--- src/rtl/ytydla_cacc_pkg.sv ---
// Shared types and defaults for the CACC adder-tree sequencer.
// Also supplies a default datapath width when the core-wide define is absent.
`ifndef YTYDLA_DATA_LENGTH
`define YTYDLA_DATA_LENGTH 32
`endif

package ytydla_cacc_pkg;

  localparam int CACC_CNT_W    = 16;
  localparam int CACC_ADDR_W   = 16;
  localparam int CACC_TREE_LAT = 3;

  typedef enum logic [2:0] {
    ST_IDLE,
    ST_BIAS_REQ,
    ST_BIAS_WAIT,
    ST_ACC,
    ST_OUT
  } cacc_ctrl_state_e;

  // Layer configuration captured on an accepted start.
  typedef struct packed {
    logic [CACC_CNT_W-1:0]  atoms;
    logic [CACC_CNT_W-1:0]  outputs;
    logic [CACC_ADDR_W-1:0] bias_base;
  } cacc_cfg_t;

endpackage

--- src/rtl/ytydla_conv_cacc_ctrl_if.sv ---
// Datapath handshakes around the CACC sequencer: CMAC beats, bias memory,
// adder-tree result and the CACT output channel.
interface ytydla_conv_cacc_ctrl_if #(
  parameter int DATA_W = `YTYDLA_DATA_LENGTH,
  parameter int ADDR_W = ytydla_cacc_pkg::CACC_ADDR_W
);
  logic              cmac2cacc_valid;
  logic              cacc2cmac_ready;
  logic              cacc2mem_bias_req;
  logic [ADDR_W-1:0] cacc2mem_bias_addr;
  logic              mem2cacc_bias_valid;
  logic [DATA_W-1:0] mem2cacc_bias;
  logic [DATA_W-1:0] tree_sum;
  logic [DATA_W-1:0] cacc2cact_dat;
  logic              cacc2cact_valid;
  logic              cact2cacc_ready;

  // The sequencer side.
  modport master (
    input  cmac2cacc_valid, mem2cacc_bias_valid, mem2cacc_bias, tree_sum, cact2cacc_ready,
    output cacc2cmac_ready, cacc2mem_bias_req, cacc2mem_bias_addr, cacc2cact_dat, cacc2cact_valid
  );

  // CMAC, bias memory, adder tree and CACT seen together.
  modport slave (
    output cmac2cacc_valid, mem2cacc_bias_valid, mem2cacc_bias, tree_sum, cact2cacc_ready,
    input  cacc2cmac_ready, cacc2mem_bias_req, cacc2mem_bias_addr, cacc2cact_dat, cacc2cact_valid
  );
endinterface

--- src/rtl/ytydla_cacc_valid_delay.sv ---
// In-flight tracker for the fixed-latency adder tree: a 1 enters per accepted
// beat and emerges on tail exactly DEPTH cycles later, when its sum is on tree_sum.
module ytydla_cacc_valid_delay #(
  parameter int DEPTH = ytydla_cacc_pkg::CACC_TREE_LAT
) (
  input  logic ytydla_core_clk,
  input  logic ytydla_core_rst,
  input  logic push,
  output logic tail
);

  logic [DEPTH-1:0] sr;

  // The shift form keeps DEPTH=1 legal without a special case.
  always_ff @(posedge ytydla_core_clk) begin
    if (ytydla_core_rst) begin
      sr <= '0;
    end else begin
      sr <= (sr << 1) | DEPTH'(push);
    end
  end

  assign tail = sr[DEPTH-1];

endmodule

--- src/rtl/ytydla_conv_cacc_ctrl.sv ---
// CACC sequencer: per output, fetch the bias, meter CMAC beats into the adder
// tree, accumulate the tree sums on top of the bias and hand the result to CACT.
module ytydla_conv_cacc_ctrl
  import ytydla_cacc_pkg::*;
#(
  parameter int DATA_W   = `YTYDLA_DATA_LENGTH,
  parameter int TREE_LAT = CACC_TREE_LAT,
  parameter int CNT_W    = CACC_CNT_W,
  parameter int ADDR_W   = CACC_ADDR_W
) (
  input  logic              ytydla_core_clk,
  input  logic              ytydla_core_rst,
  input  logic              cfg_start,
  input  logic [CNT_W-1:0]  cfg_atoms,
  input  logic [CNT_W-1:0]  cfg_outputs,
  input  logic [ADDR_W-1:0] cfg_bias_base,
  output logic              ctrl_busy,
  output logic              ctrl_done,
  ytydla_conv_cacc_ctrl_if.master bus
);

  cacc_ctrl_state_e  state;
  cacc_cfg_t         cfg_q;
  logic [CNT_W-1:0]  out_cnt;
  logic [CNT_W-1:0]  issue_cnt;
  logic [CNT_W-1:0]  recv_cnt;
  logic [DATA_W-1:0] acc;

  logic              busy_q;
  logic              done_q;
  logic              req_q;
  logic [ADDR_W-1:0] addr_q;
  logic              valid_q;
  logic [DATA_W-1:0] dat_q;

  logic              cmac_ready;
  logic              beat;
  logic              tail;
  logic [CNT_W-1:0]  out_cnt_inc;
  logic [CNT_W-1:0]  recv_cnt_nxt;
  logic [DATA_W-1:0] acc_nxt;

  // Reset gates ready directly so no beat can slip in on the reset cycle itself.
  assign cmac_ready  = ~ytydla_core_rst & (state == ST_ACC) & (issue_cnt < cfg_q.atoms);
  assign beat        = bus.cmac2cacc_valid & cmac_ready;
  assign out_cnt_inc = out_cnt + 1'b1;

  ytydla_cacc_valid_delay #(
    .DEPTH (TREE_LAT)
  ) u_valid_delay (
    .ytydla_core_clk (ytydla_core_clk),
    .ytydla_core_rst (ytydla_core_rst),
    .push            (beat),
    .tail            (tail)
  );

  // NOTE: every always_comb output is given a default first so no latch is inferred.
  always_comb begin
    recv_cnt_nxt = recv_cnt;
    acc_nxt      = acc;
    if (tail) begin
      recv_cnt_nxt = recv_cnt + 1'b1;
      acc_nxt      = acc + bus.tree_sum;
    end
  end

  // NOTE: sequential state uses non-blocking assignments only, so every read
  // in this block sees the value from before the clock edge.
  always_ff @(posedge ytydla_core_clk) begin
    if (ytydla_core_rst) begin
      state     <= ST_IDLE;
      cfg_q     <= '0;
      out_cnt   <= '0;
      issue_cnt <= '0;
      recv_cnt  <= '0;
      acc       <= '0;
      busy_q    <= 1'b0;
      done_q    <= 1'b0;
      req_q     <= 1'b0;
      addr_q    <= '0;
      valid_q   <= 1'b0;
      dat_q     <= '0;
    end else begin
      done_q <= 1'b0;
      case (state)
        ST_IDLE: begin
          if (cfg_start) begin
            cfg_q   <= '{atoms: cfg_atoms, outputs: cfg_outputs, bias_base: cfg_bias_base};
            out_cnt <= '0;
            if (cfg_outputs == '0) begin
              done_q <= 1'b1;
            end else begin
              state  <= ST_BIAS_REQ;
              busy_q <= 1'b1;
              req_q  <= 1'b1;
              addr_q <= cfg_bias_base;
            end
          end
        end

        ST_BIAS_REQ: begin
          req_q <= 1'b0;
          state <= ST_BIAS_WAIT;
        end

        ST_BIAS_WAIT: begin
          if (bus.mem2cacc_bias_valid) begin
            acc       <= bus.mem2cacc_bias;
            issue_cnt <= '0;
            recv_cnt  <= '0;
            state     <= ST_ACC;
          end
        end

        ST_ACC: begin
          if (beat) begin
            issue_cnt <= issue_cnt + 1'b1;
          end
          acc      <= acc_nxt;
          recv_cnt <= recv_cnt_nxt;
          // Leaving only once every issued beat has returned keeps the tree empty elsewhere.
          if (recv_cnt_nxt == cfg_q.atoms) begin
            state   <= ST_OUT;
            valid_q <= 1'b1;
            dat_q   <= acc_nxt;
          end
        end

        ST_OUT: begin
          if (bus.cact2cacc_ready) begin
            valid_q <= 1'b0;
            out_cnt <= out_cnt_inc;
            if (out_cnt_inc == cfg_q.outputs) begin
              state  <= ST_IDLE;
              busy_q <= 1'b0;
              done_q <= 1'b1;
            end else begin
              state  <= ST_BIAS_REQ;
              req_q  <= 1'b1;
              addr_q <= cfg_q.bias_base + ADDR_W'(out_cnt_inc);
            end
          end
        end

        default: state <= ST_IDLE;
      endcase
    end
  end

  assign ctrl_busy              = busy_q;
  assign ctrl_done              = done_q;
  assign bus.cacc2cmac_ready    = cmac_ready;
  assign bus.cacc2mem_bias_req  = req_q;
  assign bus.cacc2mem_bias_addr = addr_q;
  assign bus.cacc2cact_valid    = valid_q;
  assign bus.cacc2cact_dat      = dat_q;

endmodule
--- src/flat_wrapper.sv ---
// flat-port wrapper written by rule: the top's interface ports become plain ports
module ytydla_conv_cacc_ctrl_flat import ytydla_cacc_pkg::*;
#(
  parameter int DATA_W   = `YTYDLA_DATA_LENGTH,
  parameter int TREE_LAT = CACC_TREE_LAT,
  parameter int CNT_W    = CACC_CNT_W,
  parameter int ADDR_W   = CACC_ADDR_W
)
  (ytydla_core_clk, ytydla_core_rst, cfg_start, cfg_atoms, cfg_outputs, cfg_bias_base, ctrl_busy, ctrl_done, bus_cmac2cacc_valid, bus_mem2cacc_bias_valid, bus_mem2cacc_bias, bus_tree_sum, bus_cact2cacc_ready, bus_cacc2cmac_ready, bus_cacc2mem_bias_req, bus_cacc2mem_bias_addr, bus_cacc2cact_dat, bus_cacc2cact_valid);
  ytydla_conv_cacc_ctrl_if #(.DATA_W(DATA_W), .ADDR_W(ADDR_W)) bus_i ();
  input  logic ytydla_core_clk;
  input  logic ytydla_core_rst;
  input  logic cfg_start;
  input  logic [CNT_W-1:0] cfg_atoms;
  input  logic [CNT_W-1:0] cfg_outputs;
  input  logic [ADDR_W-1:0] cfg_bias_base;
  output logic ctrl_busy;
  output logic ctrl_done;
  input wire logic [$bits(bus_i.cmac2cacc_valid)-1:0] bus_cmac2cacc_valid;
  input wire logic [$bits(bus_i.mem2cacc_bias_valid)-1:0] bus_mem2cacc_bias_valid;
  input wire logic [$bits(bus_i.mem2cacc_bias)-1:0] bus_mem2cacc_bias;
  input wire logic [$bits(bus_i.tree_sum)-1:0] bus_tree_sum;
  input wire logic [$bits(bus_i.cact2cacc_ready)-1:0] bus_cact2cacc_ready;
  output wire logic [$bits(bus_i.cacc2cmac_ready)-1:0] bus_cacc2cmac_ready;
  output wire logic [$bits(bus_i.cacc2mem_bias_req)-1:0] bus_cacc2mem_bias_req;
  output wire logic [$bits(bus_i.cacc2mem_bias_addr)-1:0] bus_cacc2mem_bias_addr;
  output wire logic [$bits(bus_i.cacc2cact_dat)-1:0] bus_cacc2cact_dat;
  output wire logic [$bits(bus_i.cacc2cact_valid)-1:0] bus_cacc2cact_valid;
  assign bus_i.cmac2cacc_valid = bus_cmac2cacc_valid;
  assign bus_i.mem2cacc_bias_valid = bus_mem2cacc_bias_valid;
  assign bus_i.mem2cacc_bias = bus_mem2cacc_bias;
  assign bus_i.tree_sum = bus_tree_sum;
  assign bus_i.cact2cacc_ready = bus_cact2cacc_ready;
  assign bus_cacc2cmac_ready = bus_i.cacc2cmac_ready;
  assign bus_cacc2mem_bias_req = bus_i.cacc2mem_bias_req;
  assign bus_cacc2mem_bias_addr = bus_i.cacc2mem_bias_addr;
  assign bus_cacc2cact_dat = bus_i.cacc2cact_dat;
  assign bus_cacc2cact_valid = bus_i.cacc2cact_valid;
  ytydla_conv_cacc_ctrl #(.DATA_W(DATA_W), .TREE_LAT(TREE_LAT), .CNT_W(CNT_W), .ADDR_W(ADDR_W)) u_core (.ytydla_core_clk(ytydla_core_clk), .ytydla_core_rst(ytydla_core_rst), .cfg_start(cfg_start), .cfg_atoms(cfg_atoms), .cfg_outputs(cfg_outputs), .cfg_bias_base(cfg_bias_base), .ctrl_busy(ctrl_busy), .ctrl_done(ctrl_done), .bus(bus_i));
endmodule
--- config.mk ---
export PLATFORM = sky130hd
export DESIGN_NAME = ytydla_conv_cacc_ctrl_flat
export DESIGN_NICKNAME = d
export VERILOG_FILES = /design/src/rtl/ytydla_cacc_pkg.sv /design/src/rtl/ytydla_conv_cacc_ctrl_if.sv /design/src/rtl/ytydla_cacc_valid_delay.sv /design/src/rtl/ytydla_conv_cacc_ctrl.sv /design/src/flat_wrapper.sv
export SDC_FILE = /design/constraint.sdc
export NUM_CORES = 1
export LEC_CHECK = 0
export CAP_MARGIN = 40
export CORE_MARGIN = 2
export CORE_UTILIZATION = 40
export CTS_BUF_LIST = sky130_fd_sc_hd__clkbuf_16
export DETAILED_ROUTE_END_ITERATION = 10
export GPL_TIMING_DRIVEN = 0
export PLACE_DENSITY_LB_ADDON = 0.15
export RECOVER_POWER = 25
export SLEW_MARGIN = 25
export SYNTH_ARGS = -nofsm -noshare
export SYNTH_HDL_FRONTEND = slang
export SYNTH_SLANG_ARGS = --single-unit
--- constraint.sdc ---
create_clock -name ytydla_core_clk -period 10.5 [get_ports ytydla_core_clk]
set_input_delay 3.15 -clock ytydla_core_clk [delete_from_list [all_inputs] [get_ports ytydla_core_clk]]
set_output_delay 3.15 -clock ytydla_core_clk [all_outputs]
set_load 0.02 [all_outputs]
==> flow_metrics.py, run 1 <==
metrics = {
    "outcome": {
        "status": "finished, final reports clean",
    },
    "final_layout": {
        "final_common_cell": "nand2_1",
        "layout_common_cells": "nand2_1 (230), dfxtp_1 (186), a21oi_1 (174), nor2_1 (144), clkdlybuf4s50_1 (118)",
        "drive_above_1_share": 0.0504,
        "syn_to_final_growth_pct": 24.3,
        "fin_util": 0.501,
        "num-fill-cells": 2855,
        "fin_nets": 1859,
    },
    "synthesis": {
        "syn-num-nets": 1665,
        "synth-edff-count": 0,
        "ys_ff_latch": 186,
        "synth_seq_area_share": 0.325,
        "syn_area_um2": 11500,
        "syn-mean-instance-area_um2": 7.75,
        "yosys_most_used_dff": "dfxtp_1",
        "async_reset_ff_frac": 0,
        "ys_types": 73,
        "synth_cells": 1480,
        "yosys_warnings": 0,
    },
    "placed_design": {
        "dp_hpwl_um": 29600,
        "place.gp.congestion": 0.885,
        "io_buffers": 170,
    },
    "critical_path": {
        "crit_start": "ytydla_core_rst",
        "critPathLaunchType": "input pin",
        "end_kind": "primary output",
        "reg2reg_from": "u_core.out_cnt[0]",
        "crit_family": "buffers and inverters",
        "slowest_delay_ns": 0.66,
        "cp_max_fo": 5,
        "cp_cell_sequence": "dlygate4sd3_1 -> nor3_1 -> nor2b_1 -> clkdlybuf4s50_1",
        "crit_type": "input pin to primary output",
        "crit_slowest_cell": "dlygate4sd3_1",
        "cp.required_ns": 7.35,
        "cp.buffers_inverters": 2,
        "cp_data_arrival_time_ns": 5.03,
    },
    "grt": {
        "gr-max-usage-layer": "met2",
        "grt_remaining_overflow": 0,
        "grt_first_pass_wirelength_um": 59600,
        "grt_pass1_vias": 10707,
        "grtUsageMet3": 0.0478,
        "grt_usage": 0.253,
        "grt_max_degree": 19,
        "grt_util_met2": 0.406,
        "antenna_found_initial": 1,
        "grt_use_met1": 0.347,
    },
    "clocking": {
        "clkSinkCount": 186,
        "ctsHoldBuffers": 0,
        "cts_setup_buffers": 0,
        "cts_buffers": 17,
        "clk_pin_slew_ns": 0.07,
        "insertion_delay_ns": 0.45,
        "cts_resized": 0,
        "htreeDepth": 4,
        "clk_path_buf_depth": 2,
        "clock_tree.root_cell": "clkbuf_16",
        "tritoncts": "done",
    },
    "flow_run": {
        "drv_cap": 0,
    },
    "sta": {
        "tns_ns": 0,
        "finalHoldViolCount": 0,
        "setup_viol": 0,
        "slew_headroom": 0.407,
        "fin_skew_ns": 0.0192,
        "period_share": 0.779,
        "drv_slew": 0,
        "tightest_slew_ns": 0.889,
        "fmax_mhz": 122,
        "rsz0062_at_grt": "no",
        "period_needed_ns": 8.18,
    },
    "die": {
        "dieArea_um2": 30100,
        "core_area_um2": 28500,
        "row_count": 62,
        "start_util": 0.403,
        "die_h_um": 173,
        "io_pins": 171,
        "die_w_um": 173,
    },
    "routing": {
        "wl_per_cell_um": 18.6,
        "viasPerCell": 5.54,
        "ant_nets": 0,
        "route.vias.total": 11480,
        "drc": 0,
        "drt_iter0_drc": 1009,
        "dr.pass1.iters": 6,
        "wirelength_um": 38500,
    },
    "power_and_ir_drop": {
        "powerDensity_nw_per_um2": 126,
        "power_mw": 1.79,
        "p_leak_nw": 5.57,
        "peakVddDrop_uv": 99.5,
    },
    "min_path": {
        "min-delay-start": "u_core.u_valid_delay.sr[0]",
        "worst_hold_path_type": "flip-flop to flip-flop",
    },
}
final timing paths:
check	endpoint	slack [ns]	cells past startpoint
hold reg to reg	u_core.u_valid_delay.sr[1]	0.44	1
hold / removal	u_core.u_valid_delay.sr[1]	0.44	1
setup reg to reg	u_core.bus.cacc2mem_bias_addr[12]	6.43	12
setup / recovery	bus_cacc2cmac_ready	2.32	4
state kept, by name, summed over array words and instances (netlist names):
signal / cells
u_core.cfg_q: 48
u_core.acc: 32
u_core.bus.cacc2cact_dat: 32
u_core.bus.cacc2mem_bias_addr: 16
u_core.issue_cnt: 16
u_core.out_cnt: 16
u_core.recv_cnt: 16
u_core.state: 3
u_core.u_valid_delay.sr: 3
u_core.bus.cacc2cact_valid: 1
u_core.bus.cacc2mem_bias_req: 1
u_core.ctrl_busy: 1
u_core.ctrl_done: 1
cell usage after synthesis, types with 8 or more instances:
| cell type | count | area, um^2 |
|---|---|---|
| o21ai_0 | 56 | 280 |
| and3_1 | 17 | 106 |
| nand4_1 | 15 | 93.8 |
| a21o_1 | 20 | 150 |
| clkbuf_1 | 72 | 270 |
| dfxtp_1 | 186 | 3720 |
| a311oi_2 | 9 | 135 |
| nor2b_1 | 12 | 75.1 |
| nor2_1 | 144 | 541 |
| buf_2 | 8 | 40.0 |
| or3_1 | 12 | 75.1 |
| ha_1 | 65 | 813 |
| nand2_1 | 230 | 863 |
| nor4_1 | 13 | 81.3 |
| mux2i_1 | 25 | 250 |
| a31oi_1 | 16 | 100 |
| a211oi_1 | 28 | 210 |
| a22oi_1 | 28 | 210 |
| mux2_2 | 10 | 113 |
| a21oi_1 | 174 | 871 |
| xor2_1 | 43 | 377 |
| inv_1 | 42 | 158 |
| o21a_1 | 8 | 60.1 |
| nand3_1 | 37 | 185 |
| xnor2_1 | 50 | 438 |
| o211ai_1 | 13 | 97.6 |
| nor3_1 | 28 | 140 |
report_power, final:
part	switching [mW]	total, mW	leakage [nW]	internal [mW]
Clock	0.322	0.634	0.268	0.312
Combinational	0.226	0.390	3.79	0.164
Sequential	0.0271	0.767	1.51	0.740
Total	0.575	1.79	5.57	1.22
layout make-up:
class                   count  area, um^2  area share
clock inverters            15         133     0.00930
flip-flops and latches    186        3720       0.261
repair buffers            175        1750       0.122
multi-input cells        1164        7230       0.507
diodes                      1        2.50    0.000175
clock buffers              17         425      0.0298
well taps                 384         480      0.0337
plain buffers              88         363      0.0254
inverters                  42         158      0.0111
per-layer routing:
layer | wire, um | part of all wire
met2 | 17300 | 0.45
met1 | 18000 | 0.47
met5 | 0 | 0
met4 | 838 | 0.022
met3 | 2330 | 0.061
through the flow:
stage | instances | setup WS [ns] | cell area (um^2) | hold WS [ns]
5_1_grt | 2072 | 2.23 | 14300 | 0.461
6_report | 2072 | 2.32 | 14300 | 0.444
3_5_place_dp | 2038 | 2.44 | 13700 | 0.428
3_3_place_gp | 2034 | 2.46 | 13700 | 0.427
2_1_floorplan | 1480 | 3.58 | 11500 | 0.414
4_1_cts | 2070 | 2.43 | 14300 | 0.445
cells by family (layout without fill, tap and decap cells):
logic type	Yosys count	after routing	synth area share
flip-flops	186	186	0.325
other	0	1	0
AND/OR/NAND/NOR	553	553	0.221
AO/OA/AOI/OAI	416	416	0.233
adder cells (fa/ha/maj)	67	67	0.0744
multiplexers	35	35	0.0316
XOR/XNOR	93	93	0.0710
buffers and inverters	130	337	0.0454
(Power assumes the default switching activity.)
==> run 2: changes to the inputs <==
==> constraint.sdc (replaced) <==
create_clock -name ytydla_core_clk -period 6.86 [get_ports ytydla_core_clk]
set_input_delay 2.058 -clock ytydla_core_clk [delete_from_list [all_inputs] [get_ports ytydla_core_clk]]
set_output_delay 2.058 -clock ytydla_core_clk [all_outputs]
set_load 0.02 [all_outputs]
==> results of run 2 <==
The final DEF is identical to that of run 1. Status: finished, final reports clean.
Main changes from that run: setup slack after placement 2.44 ns -> 0.986 ns; setup slack after layout 2.32 ns -> 0.859 ns; register-to-register setup slack 6.43 ns -> 2.79 ns; total power 1.79 mW -> 2.74 mW; worst IR drop on VDD 99.5 uV -> 152 uV
